`config.mk`:
```
export PLATFORM = sky130hd
export DESIGN_NAME = ddr3_ring_bridge_flat
export DESIGN_NICKNAME = d
export VERILOG_FILES = /design/src/rtl/ddr3_ring_bridge_if.sv /design/src/rtl/ddr3_ring_bridge.sv /design/src/flat_wrapper.sv
export SDC_FILE = /design/constraint.sdc
export NUM_CORES = 1
export LEC_CHECK = 0
export BUFFER_PORTS_ARGS = -buffer_cell sky130_fd_sc_hd__buf_2
export CAP_MARGIN = 5
export CORE_AREA = 2 2 451 453
export CTS_CLUSTER_SIZE = 28
export DETAILED_ROUTE_END_ITERATION = 10
export DIE_AREA = 0 0 453 455
export PLACE_DENSITY_LB_ADDON = 0.12
export SYNTH_ARGS = -nofsm -noshare
export SYNTH_HDL_FRONTEND = slang
export SYNTH_SLANG_ARGS = --single-unit
```
`constraint.sdc`:
```
create_clock -name clk -period 6.92 [get_ports clk]
set_clock_uncertainty 0.05 [all_clocks]
set_input_delay 1.384 -clock clk [delete_from_list [all_inputs] [get_ports clk]]
set_output_delay 1.384 -clock clk [all_outputs]
set_load 0.05 [all_outputs]
```
`src/rtl/ddr3_ring_bridge_if.sv`:
```
`default_nettype none
// ============================================================================
// Module   : ddr3_ring_bridge_if
// Purpose  : Bundles the input FIFO, output FIFO and MIG user-interface
//            signals of the DDR3 ring bridge into one interface.
// Revision : 1.0 - initial release
// ============================================================================
interface ddr3_ring_bridge_if;
    // input FIFO (first-word-not-fall-through, 1-cycle read latency)
    logic         ib_re;
    logic [255:0] ib_data;
    logic [6:0]   ib_count;
    logic         ib_valid;
    logic         ib_empty;
    // output FIFO
    logic         ob_we;
    logic [255:0] ob_data;
    logic [6:0]   ob_count;
    logic         ob_full;
    // MIG command channel
    logic         app_en;
    logic [2:0]   app_cmd;
    logic [29:0]  app_addr;
    logic         app_rdy;
    // MIG write-data channel
    logic         app_wdf_wren;
    logic [255:0] app_wdf_data;
    logic         app_wdf_end;
    logic [31:0]  app_wdf_mask;
    logic         app_wdf_rdy;
    // MIG read-data channel
    logic [255:0] app_rd_data;
    logic         app_rd_data_valid;
    logic         app_rd_data_end;

    // bridge side
    modport master (
        output ib_re, ob_we, ob_data,
        output app_en, app_cmd, app_addr,
        output app_wdf_wren, app_wdf_data, app_wdf_end, app_wdf_mask,
        input  ib_data, ib_count, ib_valid, ib_empty,
        input  ob_count, ob_full,
        input  app_rdy, app_wdf_rdy,
        input  app_rd_data, app_rd_data_valid, app_rd_data_end
    );

    // FIFO / memory-controller side
    modport slave (
        input  ib_re, ob_we, ob_data,
        input  app_en, app_cmd, app_addr,
        input  app_wdf_wren, app_wdf_data, app_wdf_end, app_wdf_mask,
        output ib_data, ib_count, ib_valid, ib_empty,
        output ob_count, ob_full,
        output app_rdy, app_wdf_rdy,
        output app_rd_data, app_rd_data_valid, app_rd_data_end
    );
endinterface
`default_nettype wire

```
`src/rtl/ddr3_ring_bridge.sv`:
```
`default_nettype none
// ============================================================================
// Module   : ddr3_ring_bridge
// Purpose  : Uses a DDR3 region as a ring buffer between an input FIFO and an
//            output FIFO. Words are written in bursts of BURST_LEN through the
//            MIG user interface and read back in the same order.
// Revision : 1.0 - initial release
// ============================================================================
module ddr3_ring_bridge #(
    parameter int BURST_LEN  = 8,
    parameter int RING_WORDS = 16777216,
    parameter int OB_LIMIT   = 100
) (
    input  wire logic           clk,
    input  wire logic           rst_n,
    input  wire logic           calib_done,
    input  wire logic           writes_en,
    input  wire logic           reads_en,
    output logic [24:0]         level,
    ddr3_ring_bridge_if.master  bus
);

    localparam int PTR_W = (RING_WORDS > 1) ? $clog2(RING_WORDS) : 1;
    localparam int CNT_W = $clog2(BURST_LEN) + 1;
    localparam int OUT_W = 16;

    localparam logic [PTR_W-1:0] PTR_LAST = PTR_W'(RING_WORDS - 1);
    localparam logic [CNT_W-1:0] CNT_LAST = CNT_W'(BURST_LEN - 1);

    typedef enum logic [1:0] {
        IDLE     = 2'd0,
        WR_FETCH = 2'd1,
        WR_ISSUE = 2'd2,
        RD_ISSUE = 2'd3
    } state_t;

    state_t            state;
    logic [PTR_W-1:0]  wr_ptr;
    logic [PTR_W-1:0]  rd_ptr;
    logic [CNT_W-1:0]  word_cnt;
    logic [OUT_W-1:0]  outstanding;
    logic              last_read;

    logic              wr_elig;
    logic              rd_elig;
    logic              grant_wr;
    logic              grant_rd;
    logic              wr_done;
    logic              rd_acc;
    logic [PTR_W-1:0]  wr_ptr_nxt;
    logic [PTR_W-1:0]  rd_ptr_nxt;

    // Word index to MIG byte-ish address: 8 columns per 256-bit word.
    function automatic logic [29:0] addr_of(input logic [PTR_W-1:0] p);
        logic [29:0] a;
        a = 30'(p);
        return a << 3;
    endfunction

    // Pointers wrap explicitly at the top of the ring.
    assign wr_ptr_nxt = (wr_ptr == PTR_LAST) ? '0 : wr_ptr + 1'b1;
    assign rd_ptr_nxt = (rd_ptr == PTR_LAST) ? '0 : rd_ptr + 1'b1;

    // Burst eligibility; outstanding reads reserve room in the output FIFO.
    assign wr_elig = calib_done && writes_en
                  && (32'(bus.ib_count) >= 32'(BURST_LEN))
                  && ((32'(level) + 32'(BURST_LEN)) <= 32'(RING_WORDS));
    assign rd_elig = calib_done && reads_en
                  && (32'(level) >= 32'(BURST_LEN))
                  && ((32'(bus.ob_count) + 32'(outstanding) + 32'(BURST_LEN))
                      <= 32'(OB_LIMIT));

    // Alternate between writes and reads when both want the memory.
    assign grant_wr = wr_elig && (!rd_elig || last_read);
    assign grant_rd = rd_elig && !grant_wr;

    // A write word completes once both its data and its command are taken.
    assign wr_done = (state == WR_ISSUE)
                  && (!bus.app_wdf_wren || bus.app_wdf_rdy)
                  && (!bus.app_en || bus.app_rdy);
    assign rd_acc  = (state == RD_ISSUE) && bus.app_en && bus.app_rdy;

    assign bus.app_wdf_mask = '0;

    // Status inputs that the bridge deliberately does not act on.
    logic unused_ok;
    assign unused_ok = &{1'b0, bus.ib_empty, bus.ob_full, bus.app_rd_data_end};

    // Main sequencer: burst arbitration, fetch and MIG handshakes.
    always_ff @(posedge clk or negedge rst_n) begin
        if (!rst_n) begin
            state            <= IDLE;
            bus.ib_re        <= 1'b0;
            bus.app_en       <= 1'b0;
            bus.app_cmd      <= 3'b000;
            bus.app_addr     <= '0;
            bus.app_wdf_wren <= 1'b0;
            bus.app_wdf_end  <= 1'b0;
            bus.app_wdf_data <= '0;
            wr_ptr           <= '0;
            rd_ptr           <= '0;
            word_cnt         <= '0;
            last_read        <= 1'b1;
        end else begin
            case (state)
                IDLE: begin
                    bus.ib_re        <= 1'b0;
                    bus.app_en       <= 1'b0;
                    bus.app_wdf_wren <= 1'b0;
                    bus.app_wdf_end  <= 1'b0;
                    word_cnt         <= '0;
                    if (grant_wr) begin
                        state     <= WR_FETCH;
                        bus.ib_re <= 1'b1;
                        last_read <= 1'b0;
                    end else if (grant_rd) begin
                        state        <= RD_ISSUE;
                        bus.app_en   <= 1'b1;
                        bus.app_cmd  <= 3'b001;
                        bus.app_addr <= addr_of(rd_ptr);
                        last_read    <= 1'b1;
                    end
                end
                WR_FETCH: begin
                    bus.ib_re <= 1'b0;
                    // data arrives the cycle after the single ib_re pulse
                    if (!bus.ib_re && bus.ib_valid) begin
                        bus.app_wdf_data <= bus.ib_data;
                        bus.app_wdf_wren <= 1'b1;
                        bus.app_wdf_end  <= 1'b1;
                        bus.app_en       <= 1'b1;
                        bus.app_cmd      <= 3'b000;
                        bus.app_addr     <= addr_of(wr_ptr);
                        state            <= WR_ISSUE;
                    end
                end
                WR_ISSUE: begin
                    if (bus.app_wdf_wren && bus.app_wdf_rdy) begin
                        bus.app_wdf_wren <= 1'b0;
                        bus.app_wdf_end  <= 1'b0;
                    end
                    if (bus.app_en && bus.app_rdy) begin
                        bus.app_en <= 1'b0;
                    end
                    if (wr_done) begin
                        wr_ptr <= wr_ptr_nxt;
                        if (word_cnt == CNT_LAST) begin
                            word_cnt <= '0;
                            state    <= IDLE;
                        end else begin
                            word_cnt  <= word_cnt + 1'b1;
                            bus.ib_re <= 1'b1;
                            state     <= WR_FETCH;
                        end
                    end
                end
                RD_ISSUE: begin
                    if (bus.app_rdy) begin
                        rd_ptr <= rd_ptr_nxt;
                        if (word_cnt == CNT_LAST) begin
                            word_cnt   <= '0;
                            bus.app_en <= 1'b0;
                            state      <= IDLE;
                        end else begin
                            word_cnt     <= word_cnt + 1'b1;
                            bus.app_addr <= addr_of(rd_ptr_nxt);
                        end
                    end
                end
                default: state <= IDLE;
            endcase
        end
    end

    // Ring occupancy: a write completion and a read acceptance cancel out.
    always_ff @(posedge clk or negedge rst_n) begin
        if (!rst_n) begin
            level <= '0;
        end else begin
            case ({wr_done, rd_acc})
                2'b10:   level <= level + 25'd1;
                2'b01:   level <= level - 25'd1;
                default: level <= level;
            endcase
        end
    end

    // Read commands in flight whose data has not yet returned.
    always_ff @(posedge clk or negedge rst_n) begin
        if (!rst_n) begin
            outstanding <= '0;
        end else begin
            if (rd_acc && !bus.app_rd_data_valid) begin
                outstanding <= outstanding + 1'b1;
            end else if (!rd_acc && bus.app_rd_data_valid && (outstanding != '0)) begin
                outstanding <= outstanding - 1'b1;
            end
        end
    end

    // Returned read data goes straight to the output FIFO, one cycle later.
    always_ff @(posedge clk or negedge rst_n) begin
        if (!rst_n) begin
            bus.ob_we   <= 1'b0;
            bus.ob_data <= '0;
        end else begin
            bus.ob_we   <= bus.app_rd_data_valid;
            bus.ob_data <= bus.app_rd_data;
        end
    end

endmodule
`default_nettype wire
```
`src/flat_wrapper.sv`:
```
// flat-port wrapper written by rule: the top's interface ports become plain ports
module ddr3_ring_bridge_flat 
#(
    parameter int BURST_LEN  = 8,
    parameter int RING_WORDS = 16777216,
    parameter int OB_LIMIT   = 100
)
  (clk, rst_n, calib_done, writes_en, reads_en, level, bus_ib_re, bus_ob_we, bus_ob_data, bus_app_en, bus_app_cmd, bus_app_addr, bus_app_wdf_wren, bus_app_wdf_data, bus_app_wdf_end, bus_app_wdf_mask, bus_ib_data, bus_ib_count, bus_ib_valid, bus_ib_empty, bus_ob_count, bus_ob_full, bus_app_rdy, bus_app_wdf_rdy, bus_app_rd_data, bus_app_rd_data_valid, bus_app_rd_data_end);
  ddr3_ring_bridge_if bus_i ();
  input  wire logic clk;
  input  wire logic rst_n;
  input  wire logic calib_done;
  input  wire logic writes_en;
  input  wire logic reads_en;
  output logic [24:0] level;
  output wire logic [$bits(bus_i.ib_re)-1:0] bus_ib_re;
  output wire logic [$bits(bus_i.ob_we)-1:0] bus_ob_we;
  output wire logic [$bits(bus_i.ob_data)-1:0] bus_ob_data;
  output wire logic [$bits(bus_i.app_en)-1:0] bus_app_en;
  output wire logic [$bits(bus_i.app_cmd)-1:0] bus_app_cmd;
  output wire logic [$bits(bus_i.app_addr)-1:0] bus_app_addr;
  output wire logic [$bits(bus_i.app_wdf_wren)-1:0] bus_app_wdf_wren;
  output wire logic [$bits(bus_i.app_wdf_data)-1:0] bus_app_wdf_data;
  output wire logic [$bits(bus_i.app_wdf_end)-1:0] bus_app_wdf_end;
  output wire logic [$bits(bus_i.app_wdf_mask)-1:0] bus_app_wdf_mask;
  input wire logic [$bits(bus_i.ib_data)-1:0] bus_ib_data;
  input wire logic [$bits(bus_i.ib_count)-1:0] bus_ib_count;
  input wire logic [$bits(bus_i.ib_valid)-1:0] bus_ib_valid;
  input wire logic [$bits(bus_i.ib_empty)-1:0] bus_ib_empty;
  input wire logic [$bits(bus_i.ob_count)-1:0] bus_ob_count;
  input wire logic [$bits(bus_i.ob_full)-1:0] bus_ob_full;
  input wire logic [$bits(bus_i.app_rdy)-1:0] bus_app_rdy;
  input wire logic [$bits(bus_i.app_wdf_rdy)-1:0] bus_app_wdf_rdy;
  input wire logic [$bits(bus_i.app_rd_data)-1:0] bus_app_rd_data;
  input wire logic [$bits(bus_i.app_rd_data_valid)-1:0] bus_app_rd_data_valid;
  input wire logic [$bits(bus_i.app_rd_data_end)-1:0] bus_app_rd_data_end;
  assign bus_ib_re = bus_i.ib_re;
  assign bus_ob_we = bus_i.ob_we;
  assign bus_ob_data = bus_i.ob_data;
  assign bus_app_en = bus_i.app_en;
  assign bus_app_cmd = bus_i.app_cmd;
  assign bus_app_addr = bus_i.app_addr;
  assign bus_app_wdf_wren = bus_i.app_wdf_wren;
  assign bus_app_wdf_data = bus_i.app_wdf_data;
  assign bus_app_wdf_end = bus_i.app_wdf_end;
  assign bus_app_wdf_mask = bus_i.app_wdf_mask;
  assign bus_i.ib_data = bus_ib_data;
  assign bus_i.ib_count = bus_ib_count;
  assign bus_i.ib_valid = bus_ib_valid;
  assign bus_i.ib_empty = bus_ib_empty;
  assign bus_i.ob_count = bus_ob_count;
  assign bus_i.ob_full = bus_ob_full;
  assign bus_i.app_rdy = bus_app_rdy;
  assign bus_i.app_wdf_rdy = bus_app_wdf_rdy;
  assign bus_i.app_rd_data = bus_app_rd_data;
  assign bus_i.app_rd_data_valid = bus_app_rd_data_valid;
  assign bus_i.app_rd_data_end = bus_app_rd_data_end;
  ddr3_ring_bridge #(.BURST_LEN(BURST_LEN), .RING_WORDS(RING_WORDS), .OB_LIMIT(OB_LIMIT)) u_core (.clk(clk), .rst_n(rst_n), .calib_done(calib_done), .writes_en(writes_en), .reads_en(reads_en), .level(level), .bus(bus_i));
endmodule
```
==> flow_metrics.py <==
metrics = {
    "synth": {
        "ys_warn_count": 0,
        "ys_ff_latch": 637,
        "synthMuxAreaShare": 0.115,
        "netlist_instances": 2027,
        "synth_ff_type": "dfrtp_1",
        "synth_xor_area_frac": 0.0299,
        "synth.area.top_cells": "dfrtp_1, mux2_2, ha_1",
        "synth_top_family_by_area": "multiplexers",
        "ys_seq_area_frac": 0.612,
        "synth_top_area_frac": 0.611,
        "synth_compound_area_frac": 0.0889,
        "synth_fa_ha_area_frac": 0.0278,
        "syn_area_per_cell_sq_um": 12.8,
        "synth_cell_type_count": 81,
        "synth_largest_area_cell": "dfrtp_1",
        "syn-cell-area_sq_um": 26000,
        "async_flop_share": 1.00,
        "synth_edf_count": 0,
        "synth_simple_gate_area_frac": 0.0925,
    },
    "cts": {
        "cts_buffers": 88,
        "cts_root_buf": "clkbuf_16",
        "cts-htree-levels": 3,
        "clk_latency_ps": 720,
        "cts.repair.resized": 0,
        "cts_sinks": 637,
        "cts.hold.buffers_added": 0,
        "cts_setup_buffers": 0,
        "clkSlewWorstSetupHoldPaths_ps": 50,
        "cts.path.max_buffers": 3,
        "tritoncts": "yes",
    },
    "routing": {
        "routed_wl_mm": 116,
        "drt_iter0_markers": 847,
        "drc": 0,
        "firstDrtPassIters": 7,
        "via_per_inst": 3.42,
        "postRouteAntennaNets": 0,
        "vias": 20200,
        "wl_per_cell_microns": 19.6,
    },
    "final_layout": {
        "area_delta_synth_final_pct": 44.5,
        "nets": 3743,
        "layout-drive-gt1-share": 0.485,
        "utilization": 0.187,
        "fill_cells": 22300,
    },
    "global_routing": {
        "top_usage_layer": "met2",
        "grt_usage": 0.107,
        "grt_pass1_vias": 20900,
        "use_met1": 0.126,
        "grt_pass1_wl_mm": 159,
        "antenna_found_initial": 47,
        "grt_remaining_overflow": 0,
        "grt_max_degree": 135,
        "gr-usage-met2": 0.184,
        "grt_use_met3": 0.0306,
    },
    "critical_path": {
        "crit_path_cell_trace": "buf_2, ha_1, fa_1, a211o_1, a21boi_1, nor2_1, a221oi_1, mux2i_1, a311oi_1, and4_1, and2_1, buf_4, o211ai_1",
        "setup.worst_path.end_class": "register",
        "path_class": "input port to register",
        "critPathBufInv": 2,
        "crit_required_ps": 7440,
        "cp_max_fo": 19,
        "regToRegSetupSlack_ps": 2170,
        "ff2ff_path_depth": 16,
        "cpPeakStageDelay_ps": 720,
        "critPathLaunchType": "input port",
        "reg2reg_from": "u_core.state[0]",
        "cpMaxStageDelayCell": "and4_1",
        "critical_path.top_delay_family": "compound AO/OA/AOI/OAI gates",
        "r2r-end": "u_core.level[24]",
        "worstPathArrival_ps": 5460,
    },
    "sta": {
        "hold_violations": 0,
        "fin_setup_tns_ps": 0,
        "max-slew-margin-rel": 0.313,
        "fin_hold_ws_ps": 446,
        "max_slew.worst_pin.slew_ps": 1030,
        "slew_violations": 0,
        "rsz0062_at_grt": "no",
        "fin_crit_ps": 4940,
        "final-setup-viol-count": 0,
        "max_freq_mhz": 203,
        "post-route-period-util": 0.713,
    },
    "die": {
        "ios": 1145,
        "dieArea_sq_um": 206000,
        "die_y_microns": 455,
        "start_util": 0.129,
        "core_sq_um": 201000,
        "num_rows": 165,
        "die_x_microns": 453,
    },
    "pwr": {
        "peakVddDrop_uv": 190,
        "p_leak_nw": 17.4,
        "pwr_density_cell_nw_per_um2": 487,
    },
    "outcome": {
        "status": "finished clean",
    },
    "min_path": {
        "min_to": "u_core.bus.app_wdf_data[64]",
        "hp-start": "u_core.bus.app_wdf_data[64]",
        "hold_class": "register to register",
        "min_path_cells": 1,
    },
    "placement": {
        "hpwlAfterDp_mm": 89.7,
        "portBuffers": 1098,
        "routabilityCongestion": 0.738,
    },
    "flow_run": {
        "cap_violations": 0,
    },
}
## per-layer routing
layer  vias to the layer above  wire, microns
met5                         -             74
met4                        12           2820
met3                       169           8000
met2                       693          58300
met1                      9887          46400
li1                       9433              -
## area by class of cell
| class | count | area (sq um) | area share |
|---|---|---|---|
| flip-flops and latches | 637 | 15900 | 0.424 |
| multi-input cells | 1255 | 9390 | 0.250 |
| repair buffers | 1129 | 5800 | 0.154 |
| well taps | 2672 | 3340 | 0.0889 |
| clock buffers | 130 | 2560 | 0.0681 |
| clock inverters | 28 | 415 | 0.0110 |
| inverters | 38 | 143 | 0.00379 |
| diodes | 8 | 20.0 | 0.000532 |
## worst max-delay path by stage
| stage | startpoint | to | slack (ps) | cells past startpoint |
|---|---|---|---|---|
| after floorplan | bus_app_rdy | u_core.level[24] | 2020 | 15 |
| after global placement | bus_ob_count[0] | u_core.bus.app_addr[4] | 1210 | 13 |
| after detailed placement | bus_ob_count[0] | u_core.bus.app_addr[26] | 1190 | 13 |
| after CTS | bus_ob_count[0] | u_core.bus.app_addr[26] | 2030 | 13 |
| after global routing | u_core.state[0] | u_core.level[24] | 1670 | 16 |
| final | bus_ob_count[0] | u_core.bus.app_addr[26] | 1980 | 13 |
## registers in the layout (all words and copies together) (netlist names), 2 cells and up
| signal | flops |
|---|---|
| u_core.rd_ptr | 24 |
| u_core.bus.app_wdf_data | 256 |
| u_core.bus.ob_data | 256 |
| u_core.level | 25 |
| u_core.wr_ptr | 24 |
| u_core.state | 2 |
| u_core.outstanding | 16 |
| u_core.bus.app_addr | 24 |
| u_core.word_cnt | 4 |
## cell usage after synthesis (all sizes together), types with 15 or more instances
library cell and instances:
o21ai 84, clkbuf 79, nor3 20, nand2 152, dfrtp 636, mux2 260, nor2 81, a221oi 19
nand4 26, ha 53, o211ai 30, xor2 31, a21oi 54, o311a 15, inv 38, and3 27
buf 57, and4 15, nor4 18, nand3 66, and2 21, xnor2 57
## where the power goes
| part | leakage (nW) | internal (mW) | switching [mW] |
|---|---|---|---|
| Combinational | 8.32 | 2.25 | 5.89 |
| Sequential | 7.67 | 4.75 | 0.727 |
| Clock | 1.44 | 2.77 | 1.94 |
## cell usage in the layout (no fill, tap or decap), drive strengths merged, types with 11 or more instances in the layout
cell and instances:
a221oi 19, conb 40, nor4 18, and4 15
xor2 31, clkinv 15, a21oi 54, o211ai 30
a21o 12, mux2 260, ha 53, xnor2 57
o31ai 14, and2 21, nand2b 14, nand4 26
inv 41, nand2 152, dfrtp 636, buf 1129
and3 27, nand3 66, a22oi 11, nor2 81
nor3 20, clkbuf 130, o311a 15, o21ai 84
a211oi 11
## metrics by stage
stage,std cells,total power [mW],setup WS [ps],area [sq um]
final,5897,18.3,1980,37600
after global routing,5895,19.4,1670,37600
after CTS,5889,18.8,2030,37600
after detailed placement,5731,13.8,1190,34600
after global placement,5731,13.9,1210,34600
after floorplan,2066,11.3,2020,26200
## logic make-up (layout without fill, tap and decap cells)
group	count (synthesis)	count (layout)
simple gates	478	478
flops	637	637
buf+inv	174	1325
other cells	1	48
xor+xnor	88	88
mux	267	267
fa+ha+maj	56	56
compound gates	326	326
Power figures use the tool's default switching activity.
